`src/rtl/keypad_scan_pkg.sv`:
```
// Shared types and helpers for the 4x4 keypad scanner: matrix geometry,
// FSM state encoding and small row-decoding functions.
package keypad_scan_pkg;

    localparam int KEY_CODE_BIT_WIDTH = 4;
    localparam int KEY_ROW_NUM        = 4;
    localparam int KEY_COL_NUM        = 4;

    typedef enum logic [1:0] {
        KS_SCAN     = 2'd0,
        KS_DEBOUNCE = 2'd1,
        KS_HELD     = 2'd2
    } ks_state_e;

    // True when exactly one active-low row is asserted; ghosting patterns fail.
    function automatic logic single_low(input logic [KEY_ROW_NUM-1:0] rows_n);
        int unsigned lows;
        lows = 0;
        for (int i = 0; i < KEY_ROW_NUM; i++) begin
            if (!rows_n[i]) lows++;
        end
        return (lows == 1);
    endfunction

    function automatic logic [1:0] low_index(input logic [KEY_ROW_NUM-1:0] rows_n);
        logic [1:0] idx;
        idx = '0;
        for (int i = KEY_ROW_NUM - 1; i >= 0; i--) begin
            if (!rows_n[i]) idx = 2'(i);
        end
        return idx;
    endfunction

    // Active-low one-hot pattern, used both for column strobes and row matching.
    function automatic logic [3:0] strobe_n(input logic [1:0] idx);
        return ~(4'b0001 << idx);
    endfunction

endpackage

```
`src/rtl/keypad_scan_if.sv`:
```
// Keypad-side and key-event signals of the scanner, bundled for the top port.
interface keypad_scan_if;
    import keypad_scan_pkg::*;

    logic [KEY_ROW_NUM-1:0]        row_n;
    logic [KEY_COL_NUM-1:0]        col_n;
    logic [KEY_CODE_BIT_WIDTH-1:0] key_code;
    logic                          key_valid;
    logic                          key_held;

    // key_valid is a one-cycle strobe with no ready: the consumer must take
    // key_code in that cycle; key_code then stays put until the next accept.
    modport master (
        input  row_n,
        output col_n,
        output key_code,
        output key_valid,
        output key_held
    );

    modport slave (
        output row_n,
        input  col_n,
        input  key_code,
        input  key_valid,
        input  key_held
    );

endinterface

```
`src/rtl/keypad_sync.sv`:
```
// Two-flop synchronizer for asynchronous level inputs; resets to all-ones so
// idle pulled-up lines read as released.
module keypad_sync #(
    parameter int WIDTH = 4
) (
    input  logic             clk,
    input  logic             rst,
    input  logic [WIDTH-1:0] d_i,
    output logic [WIDTH-1:0] q_o
);

    logic [WIDTH-1:0] meta_q;
    logic [WIDTH-1:0] sync_q;

    always_ff @(posedge clk or posedge rst) begin
        if (rst) begin
            meta_q <= '1;
            sync_q <= '1;
        end else begin
            meta_q <= d_i;
            sync_q <= meta_q;
        end
    end

    assign q_o = sync_q;

endmodule

```
`src/rtl/keypad_scan.sv`:
```
// 4x4 matrix keypad scanner: strobes columns, debounces the synchronized row
// returns and reports accepted keys as a code with a valid strobe and held level.
module keypad_scan
    import keypad_scan_pkg::*;
#(
    parameter int SCAN_DIV     = 20000,
    parameter int DEBOUNCE_CNT = 8
) (
    input  logic          clk,
    input  logic          rst,
    keypad_scan_if.master kp,
    output ks_state_e     state_o
);

    localparam int CNT_W = $clog2(SCAN_DIV);
    localparam int DB_W  = $clog2(DEBOUNCE_CNT + 1);
    localparam logic [CNT_W-1:0] CNT_LAST = CNT_W'(SCAN_DIV - 1);
    localparam logic [DB_W-1:0]  DB_DONE  = DB_W'(DEBOUNCE_CNT);

    logic [KEY_ROW_NUM-1:0] rows_s;

    keypad_sync #(.WIDTH(KEY_ROW_NUM)) u_sync (
        .clk (clk),
        .rst (rst),
        .d_i (kp.row_n),
        .q_o (rows_s)
    );

    // Dwell counter free-runs in every state; its last count is the sample tick.
    logic [CNT_W-1:0] cnt_q, cnt_d;
    logic             sample;

    always_comb begin
        cnt_d = (cnt_q == CNT_LAST) ? '0 : cnt_q + CNT_W'(1);
    end

    always_ff @(posedge clk or posedge rst) begin
        if (rst) cnt_q <= '0;
        else     cnt_q <= cnt_d;
    end

    assign sample = (cnt_q == CNT_LAST);

    ks_state_e                     state_q;
    logic [1:0]                    col_idx_q;
    logic [1:0]                    row_idx_q;
    logic [DB_W-1:0]               match_q;
    logic [DB_W-1:0]               clear_q;
    logic [KEY_COL_NUM-1:0]        col_n_q;
    logic [KEY_CODE_BIT_WIDTH-1:0] key_code_q;
    logic                          key_valid_q;
    logic                          key_held_q;

    logic [1:0]      col_next;
    logic [DB_W-1:0] match_inc;
    logic [DB_W-1:0] clear_inc;

    assign col_next  = col_idx_q + 2'd1;
    assign match_inc = match_q + DB_W'(1);
    assign clear_inc = clear_q + DB_W'(1);

    always_ff @(posedge clk or posedge rst) begin
        if (rst) begin
            state_q     <= KS_SCAN;
            col_idx_q   <= 2'd0;
            row_idx_q   <= 2'd0;
            match_q     <= '0;
            clear_q     <= '0;
            col_n_q     <= 4'b1110;
            key_code_q  <= '0;
            key_valid_q <= 1'b0;
            key_held_q  <= 1'b0;
        end else begin
            key_valid_q <= 1'b0;
            if (sample) begin
                case (state_q)
                    KS_SCAN: begin
                        if (single_low(rows_s)) begin
                            row_idx_q <= low_index(rows_s);
                            match_q   <= DB_W'(1);
                            state_q   <= KS_DEBOUNCE;
                        end else begin
                            col_idx_q <= col_next;
                            col_n_q   <= strobe_n(col_next);
                        end
                    end
                    KS_DEBOUNCE: begin
                        if (rows_s == strobe_n(row_idx_q)) begin
                            if (match_inc == DB_DONE) begin
                                key_code_q  <= {row_idx_q, col_idx_q};
                                key_valid_q <= 1'b1;
                                key_held_q  <= 1'b1;
                                clear_q     <= '0;
                                state_q     <= KS_HELD;
                            end else begin
                                match_q <= match_inc;
                            end
                        end else begin
                            col_idx_q <= col_next;
                            col_n_q   <= strobe_n(col_next);
                            state_q   <= KS_SCAN;
                        end
                    end
                    KS_HELD: begin
                        // Only the latched row matters; other keys are ignored.
                        if (rows_s[row_idx_q]) begin
                            if (clear_inc == DB_DONE) begin
                                key_held_q <= 1'b0;
                                clear_q    <= '0;
                                col_idx_q  <= col_next;
                                col_n_q    <= strobe_n(col_next);
                                state_q    <= KS_SCAN;
                            end else begin
                                clear_q <= clear_inc;
                            end
                        end else begin
                            clear_q <= '0;
                        end
                    end
                    default: begin
                        state_q <= KS_SCAN;
                    end
                endcase
            end
        end
    end

    assign kp.col_n     = col_n_q;
    assign kp.key_code  = key_code_q;
    assign kp.key_valid = key_valid_q;
    assign kp.key_held  = key_held_q;
    assign state_o      = state_q;

endmodule

```
`src/flat_wrapper.sv`:
```
// flat-port wrapper written by rule: the top's interface ports become plain ports
module keypad_scan_flat import keypad_scan_pkg::*;
#(
    parameter int SCAN_DIV     = 20000,
    parameter int DEBOUNCE_CNT = 8
)
  (clk, rst, state_o, kp_row_n, kp_col_n, kp_key_code, kp_key_valid, kp_key_held);
  keypad_scan_if kp_i ();
  input  logic clk;
  input  logic rst;
  output ks_state_e state_o;
  input wire logic [$bits(kp_i.row_n)-1:0] kp_row_n;
  output wire logic [$bits(kp_i.col_n)-1:0] kp_col_n;
  output wire logic [$bits(kp_i.key_code)-1:0] kp_key_code;
  output wire logic [$bits(kp_i.key_valid)-1:0] kp_key_valid;
  output wire logic [$bits(kp_i.key_held)-1:0] kp_key_held;
  assign kp_i.row_n = kp_row_n;
  assign kp_col_n = kp_i.col_n;
  assign kp_key_code = kp_i.key_code;
  assign kp_key_valid = kp_i.key_valid;
  assign kp_key_held = kp_i.key_held;
  keypad_scan #(.SCAN_DIV(SCAN_DIV), .DEBOUNCE_CNT(DEBOUNCE_CNT)) u_core (.clk(clk), .rst(rst), .kp(kp_i), .state_o(state_o));
endmodule
```
`config.mk`:
```
export PLATFORM = sky130hd
export DESIGN_NAME = keypad_scan_flat
export DESIGN_NICKNAME = d
export VERILOG_FILES = /design/src/rtl/keypad_scan_pkg.sv /design/src/rtl/keypad_scan_if.sv /design/src/rtl/keypad_sync.sv /design/src/rtl/keypad_scan.sv /design/src/flat_wrapper.sv
export SDC_FILE = /design/constraint.sdc
export NUM_CORES = 1
export LEC_CHECK = 0
export BUFFER_PORTS_ARGS = -buffer_cell sky130_fd_sc_hd__buf_2
export CAP_MARGIN = 20
export CORE_MARGIN = 5
export CORE_UTILIZATION = 60
export CTS_CLUSTER_SIZE = 28
export DETAILED_ROUTE_END_ITERATION = 12
export GPL_TIMING_DRIVEN = 0
export HOLD_SLACK_MARGIN = 0.02
export PLACE_DENSITY = 0.79
export SKIP_CTS_REPAIR_TIMING = 1
export SLEW_MARGIN = 20
export SYNTH_ARGS = -nofsm -noshare
export SYNTH_HDL_FRONTEND = slang
export SYNTH_HIERARCHICAL = 1
export SYNTH_SLANG_ARGS = --single-unit
```
`constraint.sdc`:
```
create_clock -name clk -period 3.5 [get_ports clk]
set_input_delay 0.175 -clock clk [delete_from_list [all_inputs] [get_ports clk]]
set_output_delay 0.175 -clock clk [all_outputs]
set_load 0.05 [all_outputs]
```
After elaboration in Yosys (flattened, before gate mapping) --
Index checks and enable logic that the tools add are counted.
Word-level totals: flip-flop bits (word level) 47, input bits 6, output and inout port bits 12, logic and storage cells 104
Cells by class: add/subtract/negate cells 7, order comparisons 1, equal/unequal tests 16, shift operators 2, muxes and demuxes 53, bitwise logic cells 2, reductions and logical operators 11
Operator list (number):
- $mux W32 | 11
- $add A32 B1 Y32 const B | 3
- $mux W4 | 11
- $eq A32 B1 Y1 const B | 1
- $mux W2 | 13
- $pmux W4 S2 | 2
- $add A15 B1 Y15 const B | 1
- $eq A15 B15 Y1 const B | 1
- $mux W15 | 1
- $pmux W2 S3 | 2
- $pmux W4 S3 | 1
- $reduce_and A6 Y1 | 2
- $mux W1 | 10
- $ne A2 B1 Y1 const B | 5
- $reduce_and A5 Y1 | 2
- $add A4 B1 Y4 const B | 2
- $eq A4 B4 Y1 const B | 2
- $not A4 Y4 | 2
- $reduce_and A4 Y1 | 2
- $shl A1 B2 Y4 const A | 2
- $ne A2 B2 Y1 const B | 3
- $eq A4 B4 Y1 | 1
- $reduce_bool A2 Y1 | 2
- $lt A2 B3 Y1 const B | 1
- 9 further kinds | 9

Depth between registers and ports, before layout --
Gate-level depths: netlist (run 1).
depth after elaboration 18, mapped depth 11, mapped depth without buffers 10

Cells and area by module --
The synthesis (run 1) kept the hierarchy.
By module, submodules not included:
- keypad_scan | times used 1, cells an instance 224, area an instance 2273.4 um^2, seq. area each 979.7 um^2
- keypad_sync | times used 1, cells an instance 9, area an instance 214.0 um^2, seq. area each 210.2 um^2

Worst setup path before layout (run 1) --
OpenSTA, ideal clock, no wires.
path type reg2reg, start point register u_core.u_sync.sync_q[0], in the netlist u_core/u_sync/q_o[0], end point register u_core.col_idx_q[1], library setup time 125 ps, arrival time 2666 ps, required time 3375 ps, setup slack 708 ps, cell stages (with the launch flop) 11, buffers on the path 1, period minus slack after synthesis 2792 ps, path through dfstp_2 > inv_1 > ha_1 > xnor2_1 > ha_1 > nor3_1 > a31oi_1 > a2111o_1 > a31o_1 > buf_6 > mux2_4
Between the ends: word-level cells in the longest chain between the ends 18, elaborated cells between the ends (all ways) 23, those cells by class add/sub: 3; eq/ne: 5; mux: 14; reduce/logical: 1
Ends and longest elaborated chain:
- start, declared | line keypad_sync.sv:13 | logic [WIDTH-1:0] sync_q;
- start signal, assigned | line keypad_sync.sv:21 | sync_q <= meta_q;
- $mux W1 | line keypad_scan_pkg.sv:20 | if (!rows_n[i]) lows++;
- $mux W32 | line keypad_scan.sv:76 | case (state_q)
- $mux W32 | line keypad_scan.sv:75 | if (sample) begin
- $add A32 B1 Y32 | line keypad_scan_pkg.sv:20
- $mux W32 | line keypad_scan_pkg.sv:20
- $mux W32 | line keypad_scan.sv:76
- $mux W32 | line keypad_scan.sv:75
- $add A32 B1 Y32 | line keypad_scan_pkg.sv:20
- [... 2 more ...]
- $mux W32 | line keypad_scan.sv:75
- $add A32 B1 Y32 | line keypad_scan_pkg.sv:20
- $mux W32 | line keypad_scan_pkg.sv:20
- $mux W32 | line keypad_scan.sv:76
- $mux W32 | line keypad_scan.sv:75
- $eq A32 B1 Y1 | line keypad_scan_pkg.sv:22 | return (lows == 1);
- $ne A2 B2 Y1 (no source line)
- $reduce_and A6 Y1 (no source line) *
- end signal, assigned | line keypad_scan.sv:83 | col_idx_q <= col_next;
- end signal, assigned | line keypad_scan.sv:99 | col_idx_q <= col_next;
- end signal, assigned | line keypad_scan.sv:110 | col_idx_q <= col_next;
- end, declared | line keypad_scan.sv:45 | logic [1:0] col_idx_q;
Every way passes the cells marked *; elsewhere a longest branch is shown, timed or not. The select of a mux whose other input is x is not followed. A chain may end at the register's enable or synchronous reset.

Worst setup path in the final report (run 1) --
start point register u_core.u_sync.sync_q[0], in the netlist u_core/u_sync/q_o[0], end point register u_core.match_q[0]
Between the ends: word-level cells in the longest chain between the ends 18, elaborated cells between the ends (all ways) 20, those cells by class add/sub: 3; eq/ne: 4; mux: 12; reduce/logical: 1
Ends and longest elaborated chain:
- $mux W1 | line keypad_scan_pkg.sv:20
- $mux W32 | line keypad_scan.sv:76
- $mux W32 | line keypad_scan.sv:75
- $add A32 B1 Y32 | line keypad_scan_pkg.sv:20
- $mux W32 | line keypad_scan_pkg.sv:20
- $mux W32 | line keypad_scan.sv:76
- $mux W32 | line keypad_scan.sv:75
- $add A32 B1 Y32 | line keypad_scan_pkg.sv:20
- [... 2 more ...]
- $mux W32 | line keypad_scan.sv:75
- $add A32 B1 Y32 | line keypad_scan_pkg.sv:20
- $mux W32 | line keypad_scan_pkg.sv:20
- $mux W32 | line keypad_scan.sv:76
- $mux W32 | line keypad_scan.sv:75
- $eq A32 B1 Y1 | line keypad_scan_pkg.sv:22
- $ne A2 B1 Y1 (no source line)
- $reduce_and A5 Y1 (no source line) *
- end signal, assigned | line keypad_scan.sv:96 | match_q <= match_inc;
- end, declared | line keypad_scan.sv:47 | logic [DB_W-1:0] match_q;
Marked as above.

==> flow_summary.toml, run 1 <==
[outcome]
run_status = "finished, final reports clean"

[critical_path]
worst-endpoint-arrival_ps = 3220
crit_type = "flop to flop"
setup.worst_path.start_class = "flop"
critPathMaxStageDelay_ps = 600
worstReg2RegEnd = "u_core/match_q[0]"
reg2reg_depth = 9
end_kind = "flop"
cp_cell_sequence = "inv_1 -> ha_1 -> xnor2_1 -> ha_1 -> nor3_1 -> a31oi_1 -> a2111o_1 -> a211oi_2 -> mux2_1"
slowest_stage = "sky130_fd_sc_hd__dfstp_2"
timing.critical_path.buf_inv = 1
timing.reg2reg.setup_slack_ps = 470
critical_path.top_delay_family = "compound AO/OA/AOI/OAI gates"
timing.rr.start = "u_core/u_sync/q_o[0]"
critical_path.most_common_cell = "sky130_fd_sc_hd__ha_1"
critical_path_peak_fanout = 8
crit_required_ps = 3690

[yosys]
postSynth.topFlopCell = "sky130_fd_sc_hd__dfrtp_1"
syn-instance-count = 233
ys_seq_area_share_pct = 47.84
synth_async_sr_flop_share_pct = 100.0
synth.distinct_cells = 54
post_synth.cell_area_avg_um2 = 10.68
synth.ff_latch_count = 47
synth_warnings = 6
synth_nets = 249
synth.area.mux_share_pct = 7.042
synthXorXnorAreaFrac_pct = 4.930
syn-cell-area_um2 = 2487
synthSimpleGateAreaFrac_pct = 19.67
complex_gate_fraction_of_the_synthesized_area_pct = 10.06
dominant_combinational_cell_family_by_area_after_synthesis = "simple AND/OR/NAND/NOR gates"
synth-adder-area-share_pct = 5.030
synth-edff-count = 0

[die]
fp-row-count = 23
die_h_um = 74.39
design.portCount = 18
floorplan.initialDensity_pct = 62.18
die_width_um = 74.39
core_um2 = 4000
dieArea_um2 = 5533

[cts]
htree_num_levels = 2
clock_sink_count = 47
cts_root_buffer = "sky130_fd_sc_hd__clkbuf_8"
number_of_buffers_on_the_longest_clock_path = 2
tritoncts = "yes"
clock_insertion_delay_worst_skew_ps = 310
cts-buffers-inserted = 5
cts.reportedPaths.clkPinSlew_ps = 70

[place]
worst_slack_at_placement_ps = 498.0
place.gp.congestion = 0.7963
io_buffers = 17
detailed_place_hpwl_mm = 3.273

[power]
p_sw_share_pct = 21.77
switching_power_mw = 0.2047
power.internal_mw = 0.7358
ir_worst_vdd_mv = 0.2911
power_density_nw_per_um2 = 335.4
power.clock.fraction_pct = 35.4
power.static_leakage_nw = 1.283
p_seq_share_pct = 59.0
power_share_of_the_combinational_group_pct = 5.7

[sta]
hold_viol = 0
fmax_mhz = 329.9
finalCritPeriodShare_pct = 86.59
hold_slack_ps = 357.6
grt_setup_unrepaired = "false"
setup_clock_skew_after_layout_ps = 9.290
final-setup-viol-count = 0
timing.final.ws_setup_ps = 469.2
slew_headroom_pct = 60.23
report.final.slew_viol_count = 0
tightest_slew_ps = 591.0
finalSetupTns_ps = 0
timing.final.crit_period_ps = 3031

[drt]
number_of_remaining_drc_errors = 0
routed_via_density = 5.720
ant_nets = 0
detail_route.wl_per_cell_um = 14.60
route.vias.total = 1796
detail_route.iter0.violations = 84
detail_route.first_pass.iterations = 4
detail_route.wirelength_mm = 4.584

[layout]
fin_nets = 279
final_common_cell = "sky130_fd_sc_hd__dfrtp_1"
layout_common_cells = "36 x sky130_fd_sc_hd__dfrtp_1, 21 x sky130_fd_sc_hd__inv_1, 17 x sky130_fd_sc_hd__buf_2"
syn2layout_area_growth_pct = 12.73
share_of_final_layout_standard_cells_stronger_than_drive_strength_1_pct = 23.11
antennaDiodeCount = 0

[worst_hold_path]
holdCritPathClass = "flop to flop"
hold_depth = 0
min_to = "u_core/u_sync/q_o[1]"
hold_start = "u_core/u_sync/meta_q[1]"

[run]
cap_violations = 0

[global_routing]
gr-total-overflow = 0
gr-usage-all-layers_pct = 18.77
grt_start_max_net_pins = 21
grt_pass1_vias = 1739
grt_antenna_before_repair = 0
grt_first_pass_wirelength_mm = 7.824
[worst reg2reg max path, cell delays in order, from the launching register on]
cell and delay, ps:
sky130_fd_sc_hd__dfstp_2 600, sky130_fd_sc_hd__inv_1 60, sky130_fd_sc_hd__ha_1 370, sky130_fd_sc_hd__xnor2_1 160
sky130_fd_sc_hd__ha_1 300, sky130_fd_sc_hd__nor3_1 140, sky130_fd_sc_hd__a31oi_1 60, sky130_fd_sc_hd__a2111o_1 500
sky130_fd_sc_hd__a211oi_2 350, sky130_fd_sc_hd__mux2_1 360
[layer usage]
layer | up-vias | GRT usage, % | routed length (um)
li1 | 887 | - | -
met1 | 857 | 24.85 | 2168
met2 | 45 | 29.37 | 2119
met3 | 7 | 5.541 | 218
met4 | 0 | 6.917 | 78
met5 | - | 0 | 0
[how the worst max path moves through the flow]
stage | startpoint | endpoint | slack, ps | cells after the start
final | u_core/u_sync/q_o[0] | u_core/match_q[0] | 470 | 9
after detailed placement | u_core/u_sync/q_o[0] | u_core/match_q[0] | 500 | 9
after floorplan | u_core/u_sync/q_o[0] | u_core/col_idx_q[1] | 710 | 10
after global routing | u_core/u_sync/q_o[0] | u_core/match_q[0] | 280 | 9
after CTS | u_core/u_sync/q_o[0] | u_core/match_q[0] | 480 | 9
after global placement | u_core/u_sync/q_o[0] | u_core/match_q[0] | 520 | 9
[power by group through the flow]
stage / Sequential (mW) / Clock (mW) / Combinational, mW
after floorplan: 0.564 / 0 / 0.0355
after global placement: 0.565 / 0 / 0.0449
after detailed placement: 0.565 / 0 / 0.0497
after CTS: 0.555 / 0.344 / 0.0499
after global routing: 0.555 / 0.367 / 0.0615
final: 0.555 / 0.333 / 0.0532
[flip-flops by register name, summed over array words and instances, names as in the netlist]
name,cells
u_core/cnt_q,15
u_core/clear_q,4
u_core/kp.col_n,4
u_core/kp.key_code,4
u_core/match_q,4
u_core/u_sync/meta_q,4
u_core/u_sync/q_o,4
u_core/col_idx_q,2
u_core/row_idx_q,2
u_core/state_o,2
u_core/kp.key_held,1
u_core/kp.key_valid,1
[per-stage QoR]
step,utilization [%],cells,power [mW],area (um2)
6_report,70.10,314,0.9405,2804
5_1_grt,70.10,314,0.9840,2804
4_1_cts,68.85,309,0.9484,2754
3_5_place_dp,66.56,301,0.6145,2663
3_3_place_gp,65.87,300,0.6094,2635
2_1_floorplan,-,233,0.5994,2487
[Yosys cell counts, types with 7 or more instances]
master	n	share of area [%]
sky130_fd_sc_hd__nand3_1	11	2.2
sky130_fd_sc_hd__xnor2_1	9	3.2
sky130_fd_sc_hd__and3_1	7	1.8
sky130_fd_sc_hd__nand2_1	10	1.5
sky130_fd_sc_hd__nor2_1	12	1.8
sky130_fd_sc_hd__o21ai_0	13	2.6
sky130_fd_sc_hd__ha_1	10	5.0
sky130_fd_sc_hd__dfstp_2	11	12
sky130_fd_sc_hd__mux2i_1	7	2.8
sky130_fd_sc_hd__dfrtp_1	36	36
sky130_fd_sc_hd__inv_1	22	3.3
[kinds of logic (layout without fill, tap and decap cells)]
logic type | Yosys count | after routing
AO/OA/AOI/OAI | 37 | 37
XOR/XNOR | 14 | 14
adder cells (fa/ha/maj) | 10 | 10
buffers and inverters | 29 | 60
flip-flops | 47 | 47
multiplexers | 15 | 15
AND/OR/NAND/NOR | 81 | 81
[cell type report]
class | count | area (um2)
flip-flops and latches | 47 | 1190
inverters | 22 | 82.58
clock buffers | 7 | 86.33
well taps | 50 | 62.56
plain buffers | 7 | 52.55
fillers | 303 | 1196
clock inverters | 1 | 5.005
repair buffers | 23 | 162.7
multi-input cells | 157 | 1162
Power figures use the tool's default switching activity.
==> run 2: changes to the inputs <==
Settings changed: SETUP_SLACK_MARGIN set to 0.5.
==> run 2 against run 1 <==
  * Utilization grew 1.7 points
  * Sequential power is essentially flat
  * Non-clock buffer count grew 5
  * Clock power is essentially flat
  * Hold slack is essentially flat
  * Power grew 1.2%
  * Sequential share of layout area shrank 0.98 points
  * Global-route usage is the same
  * Clock-buffer cell count is the same
  * Wire length grew 3.4%
  * Largest power group unchanged
==> flow_summary.toml, run 2 (synthesis gave the netlist of run 1 again) <==
[layout]
utilization_pct = 71.75
finish.cell_count_without_fillers = 319
share_of_final_layout_standard_cells_stronger_than_drive_strength_1_pct = 25.65
largest-register = "u_core/cnt_q"
layout_common_cells = "36 x sky130_fd_sc_hd__dfrtp_1, 21 x sky130_fd_sc_hd__inv_1, 17 x sky130_fd_sc_hd__buf_2"
largest_reg_flops = 15
multiInputGateArea_um2 = 1191
syn2layout_area_growth_pct = 15.39
number_of_fillers_in_the_final_layout = 294
final_common_cell = "sky130_fd_sc_hd__dfrtp_1"
antennaDiodeCount = 0
fin_nets = 284
final_cell_area_um2 = 2870
footprint_of_the_flip_flops_and_latches_um2 = 1190

[sta]
tightest_slew_ps = 597.0
final-setup-viol-count = 0
grt_setup_unrepaired = "false"
setup_clock_skew_after_layout_ps = 10.24
timing.final.crit_period_ps = 2905
finalSetupTns_ps = 0
slew_headroom_pct = 59.84
fmax_mhz = 344.3
report.final.slew_viol_count = 0
finalCritPeriodShare_pct = 82.99
hold_viol = 0

[global_routing]
grt_antenna_before_repair = 0
gr-total-overflow = 0
grt_util_met1_pct = 24.85
globalRoute.busiestLayer = "met2"
gr-usage-all-layers_pct = 18.77
grt_use_met3_pct = 5.541
grt_first_pass_wirelength_mm = 7.824
grt_pass1_vias = 1739
grt_start_max_net_pins = 21
grt_use_met2_pct = 29.37

[critical_path]
critical_path_peak_fanout = 6
critPathMaxStageDelay_ps = 570
end_kind = "flop"
reg2reg_depth = 9
timing.critical_path.buf_inv = 1
crit_type = "flop to flop"
setup.worst_path.start_class = "flop"
critical_path.top_delay_family = "compound AO/OA/AOI/OAI gates"
path_depth = 9
worst-endpoint-arrival_ps = 3090
cp_cell_sequence = "inv_1 -> ha_4 -> xnor2_1 -> ha_1 -> nor3b_2 -> a311oi_1 -> a2111o_1 -> a211oi_4 -> mux2_4"
slowest_stage = "sky130_fd_sc_hd__dfstp_2"
crit_required_ps = 3690
timing.reg2reg.setup_slack_ps = 600

[place]
io_buffers = 17
dp.cells = 301
post_dp_cell_area_um2 = 2663
place.gp.congestion = 0.7963
detailed_place_hpwl_mm = 3.273

[cts]
tritoncts = "yes"
htree_num_levels = 2
clock_insertion_delay_worst_skew_ps = 310
number_of_buffers_on_the_longest_clock_path = 2
cts.reportedPaths.clkPinSlew_ps = 80
cts_root_buffer = "sky130_fd_sc_hd__clkbuf_8"
clock_sink_count = 47
cts-buffers-inserted = 5

[power]
ir_worst_vdd_mv = 0.3075
power.static_leakage_nw = 1.309
power_density_nw_per_um2 = 331.5

[die]
dieArea_um2 = 5533
design.portCount = 18
core_um2 = 4000
floorplan.initialDensity_pct = 62.18
die_h_um = 74.39
fp-row-count = 23
die_width_um = 74.39

[drt]
routed_via_density = 5.734
number_of_remaining_drc_errors = 0
ant_nets = 0
detail_route.iter0.violations = 109
detail_route.wl_per_cell_um = 14.85
detail_route.wirelength_mm = 4.738
detail_route.first_pass.iterations = 4
route.vias.total = 1829

[run]
cap_violations = 0

[outcome]
run_status = "finished, final reports clean"

[worst_hold_path]
hold_depth = 0
holdCritPathClass = "flop to flop"
==> run 2: changes by cell type in the layout (fill, tap and decap cells not counted) <==
cell | before | now
sky130_fd_sc_hd__buf_4 | 1 | 6
sky130_fd_sc_hd__a211oi_2 | 1 | 0
sky130_fd_sc_hd__a211oi_4 | 0 | 1
sky130_fd_sc_hd__ha_1 | 10 | 9
sky130_fd_sc_hd__ha_4 | 0 | 1
sky130_fd_sc_hd__mux2_1 | 1 | 0
sky130_fd_sc_hd__mux2_4 | 1 | 2
sky130_fd_sc_hd__nor3b_1 | 2 | 1
sky130_fd_sc_hd__nor3b_2 | 0 | 1
==> run 2: worst register-to-register path, cell delays in order (launching register included) <==
cell                       delay [ps]
sky130_fd_sc_hd__dfstp_2          570
sky130_fd_sc_hd__inv_1             80
sky130_fd_sc_hd__ha_4             270
sky130_fd_sc_hd__xnor2_1          170
sky130_fd_sc_hd__ha_1             280
sky130_fd_sc_hd__nor3b_2          180
sky130_fd_sc_hd__a311oi_1          70
sky130_fd_sc_hd__a2111o_1         500
sky130_fd_sc_hd__a211oi_4         340
sky130_fd_sc_hd__mux2_4           330
==> run 2: area by class of cell <==
class	instances	area share (%)
multi-input cells	157	41.50
flip-flops and latches	47	41.46
repair buffers	28	6.975
clock buffers	7	3.008
inverters	22	2.877
well taps	50	2.180
plain buffers	7	1.831
clock inverters	1	0.1744
==> run 2: final timing paths <==
kind,start,endpoint
setup reg to reg,u_core/u_sync/q_o[0],u_core/match_q[0]
max in group asynchronous,rst,u_core/cnt_q[5]
setup / recovery,u_core/u_sync/q_o[0],u_core/match_q[0]
hold / removal,u_core/u_sync/meta_q[1],u_core/u_sync/q_o[1]
min in group asynchronous,rst,u_core/row_idx_q[1]
hold reg to reg,u_core/u_sync/meta_q[1],u_core/u_sync/q_o[1]
==> run 2: per-stage QoR <==
stage	hold WS, ps	worst slack (ps)	total power, mW
finish	357.7	595.4	0.9514
global route	361.5	448.9	0.9940
CTS	-106.8	480.0	0.9484
detailed placement	225.8	498.0	0.6145
global placement	279.5	523.3	0.6094
floorplan	179.5	708.5	0.5994
==> run 2: routing by layer <==
metal / wire [um] / vias to the layer above
met4: 78 / 0
met2: 2233 / 46
met5: 0 / -
met3: 246 / 7
met1: 2178 / 881
li1: - / 895
==> run 2: where the power goes <==
group          total, mW  leakage, nW  switching, mW  internal [mW]
combinational     0.0647        0.657         0.0329         0.0317
sequential         0.554        0.604        0.00247          0.551
clock              0.333       0.0482          0.174          0.159
==> run 3: changes to the inputs <==
Settings changed: ABC_AREA set to 1, CORE_UTILIZATION 60 to 54, PLACE_DENSITY 0.79 to 0.75.
Clock period 3.5 ns to 2.55 ns, I/O delays scaled along.
==> run 3 against run 2 <==
  * First-iteration DRC count is 30% higher
  * Sequential share of layout area is 4.5 points lower
  * Largest power group unchanged
  * Hold slack worse by 44 ps
  * Largest cell class unchanged
  * Highest routed layer unchanged
==> flow_summary.toml, run 3 <==
[drt]
ant_nets = 0
detail_route.wirelength_mm = 5.473
detail_route.wl_per_cell_um = 11.74
detail_route.iter0.violations = 142
route.vias.total = 2339
detail_route.first_pass.iterations = 5
routed_via_density = 5.019
number_of_remaining_drc_errors = 0

[power]
power.static_leakage_nw = 1.691
power_density_nw_per_um2 = 423.8
power_share_of_the_combinational_group_pct = 9.9
p_seq_share_pct = 56.0
switching_power_mw = 0.3316
p_sw_share_pct = 24.33
power.internal_mw = 1.031
power.clock.fraction_pct = 34.1
ir_worst_vdd_mv = 0.4203

[layout]
antennaDiodeCount = 0
largest_reg_flops = 15
final_common_cell = "sky130_fd_sc_hd__nand2_1"
share_of_final_layout_standard_cells_stronger_than_drive_strength_1_pct = 24.24
largest-register = "u_core/cnt_q"
final_cell_area_um2 = 3216
layout_common_cells = "99 x sky130_fd_sc_hd__nand2_1, 41 x sky130_fd_sc_hd__inv_1, 36 x sky130_fd_sc_hd__dfrtp_1"
syn2layout_area_growth_pct = 16.61
fin_nets = 411

[place]
post_dp_cell_area_um2 = 2973
detailed_place_hpwl_mm = 3.929
place.gp.congestion = 0.8046
io_buffers = 17

[yosys]
synth_async_sr_flop_share_pct = 100.0
synth.largest_area_cell = "sky130_fd_sc_hd__dfrtp_1"
synth.distinct_cells = 29
post_synth.cell_area_avg_um2 = 7.639
postSynth.topFlopCell = "sky130_fd_sc_hd__dfrtp_1"
netlist_top_cells_area = "sky130_fd_sc_hd__dfrtp_1 33%, sky130_fd_sc_hd__nand2_1 14%, sky130_fd_sc_hd__dfstp_2 10%, sky130_fd_sc_hd__inv_1 6.5%, sky130_fd_sc_hd__nand3_1 5.8%"
synth-edff-count = 0
syn-instance-count = 361
most_used_standard_cells_in_the_synthesized_netlist = "105 x sky130_fd_sc_hd__nand2_1, 48 x sky130_fd_sc_hd__inv_1, 36 x sky130_fd_sc_hd__dfrtp_1, 34 x sky130_fd_sc_hd__nor2_1, 32 x sky130_fd_sc_hd__nand3_1"
synth_nets = 377
ys_seq_area_share_pct = 43.15
synth.ff_latch_count = 47
synth_warnings = 6
yosys.cell_count.top_type = "sky130_fd_sc_hd__nand2_1"
yosysTopAreaCellShare_pct = 32.67
syn-cell-area_um2 = 2758

[cts]
clock_insertion_delay_worst_skew_ps = 300
clock_sink_count = 47
htree_num_levels = 2
cts.reportedPaths.clkPinSlew_ps = 90
cts_root_buffer = "sky130_fd_sc_hd__clkbuf_8"
number_of_buffers_on_the_longest_clock_path = 2
tritoncts = "yes"
cts-buffers-inserted = 5

[die]
die_width_um = 81.46
dieArea_um2 = 6636
design.portCount = 18
die_h_um = 81.46
floorplan.initialDensity_pct = 54.69
fp-row-count = 26
core_um2 = 5042

[global_routing]
grt_pass1_vias = 2130
grt_antenna_before_repair = 0
grt_start_max_net_pins = 32
grt_first_pass_wirelength_mm = 9.218
gr-usage-all-layers_pct = 17.67
gr-total-overflow = 0

[critical_path]
end_kind = "flop"
timing.rr.start = "u_core/u_sync/q_o[1]"
timing.reg2reg.setup_slack_ps = 300
crit_required_ps = 2750
setup.worst_path.start_class = "flop"
crit_type = "flop to flop"
worst-endpoint-arrival_ps = 2450
worstSetupStartpoint = "u_core/u_sync/q_o[1]"
critPathCapture = "u_core/kp.col_n[0]"
critical_path_peak_fanout = 7
worstReg2RegEnd = "u_core/kp.col_n[0]"
reg2reg_depth = 16

[sta]
grt_setup_unrepaired = "true"
finalCritPeriodShare_pct = 88.42
tightest_slew_ps = 397.8
report.final.slew_viol_count = 0
final-setup-viol-count = 0
setup_clock_skew_after_layout_ps = 6.939
hold_slack_ps = 314.1
timing.final.crit_period_ps = 2255
finalSetupTns_ps = 0
fmax_mhz = 443.5
hold_viol = 0
slew_headroom_pct = 73.27

[worst_hold_path]
holdCritPathClass = "input port to async pin"

[outcome]
run_status = "finished, final reports clean"

[run]
cap_violations = 0
==> run 3: cell count changes in the layout (fill, tap and decap cells not counted), sizes merged, moves of 7 or more <==
cell and change:
nand3 +23, xnor2 -9, mux2 -7, inv +34, nand2 +105, mux2i -7
nand4 +7, nor2 +30, and3 -7
==> run 3: worst min-delay path by stage <==
stage / end / slack (ps) / startpoint
detailed placement: u_core/state_o[0] / 70 / rst
global route: u_core/state_o[0] / 340 / rst
finish: u_core/state_o[0] / 310 / rst
floorplan: u_core/u_sync/meta_q[0] / 130 / kp_row_n[0]
global placement: u_core/u_sync/meta_q[3] / 230 / kp_row_n[3]
CTS: u_core/state_o[0] / -250 / rst
==> run 3: logic make-up after synthesis <==
kind of cell,after synthesis,share of synthesized area (%)
simple gates,211,36.93
buf+inv,61,8.756
flops,47,43.15
compound gates,28,5.354
fa+ha+maj,10,4.537
xor+xnor,4,1.270
==> run 3: cell type report <==
type	count	area [um2]
fill	420	1827
clock buffer	7	86.33
clock inverter	1	8.758
inverter	57	220.2
sequential	47	1190
timing repair buffer	27	185.2
multi-input combinational	253	1411
buffer	4	26.28
tap	70	87.58
==> run 3: critical path, cell delays in order, from the launching register on <==
cell and delay, ps:
sky130_fd_sc_hd__dfstp_2 610, sky130_fd_sc_hd__inv_4 50, sky130_fd_sc_hd__ha_4 290, sky130_fd_sc_hd__inv_2 40
sky130_fd_sc_hd__nand2_4 60, sky130_fd_sc_hd__nand2_4 60, sky130_fd_sc_hd__inv_4 60, sky130_fd_sc_hd__ha_4 120
sky130_fd_sc_hd__inv_2 30, sky130_fd_sc_hd__o21ai_1 140, sky130_fd_sc_hd__nand2_2 90, sky130_fd_sc_hd__nand2_2 80
sky130_fd_sc_hd__nor2_4 50, sky130_fd_sc_hd__nor2_4 220, sky130_fd_sc_hd__nand2_4 110, sky130_fd_sc_hd__nand2_1 80
sky130_fd_sc_hd__nand2_1 50
==> run 3: stage by stage <==
stage | setup WS (ps) | std cells | total power [mW] | utilization [%]
after CTS | 236.9 | 457 | 1.349 | 60.84
after floorplan | 469.8 | 361 | 0.8518 | -
after global routing | 181.0 | 466 | 1.429 | 63.77
final | 295.2 | 466 | 1.363 | 63.77
after global placement | 286.0 | 448 | 0.8718 | 58.56
after detailed placement | 250.6 | 449 | 0.8789 | 58.96
==> run 3: metal layers <==
metal,global-route usage [%],vias up,wire length [um]
li1,-,1200,-
met1,23.70,1079,2434
met2,28.34,49,2722
met3,3.728,11,216
met4,6.250,0,99
met5,0,-,0
==> run 3: power by group through the flow <==
stage / Clock [mW] / Combinational [mW] / Sequential, mW
2_1_floorplan: 0 / 0.0768 / 0.775
3_3_place_gp: 0 / 0.0958 / 0.776
3_5_place_dp: 0 / 0.102 / 0.777
4_1_cts: 0.484 / 0.102 / 0.763
5_1_grt: 0.515 / 0.150 / 0.764
6_report: 0.465 / 0.135 / 0.763
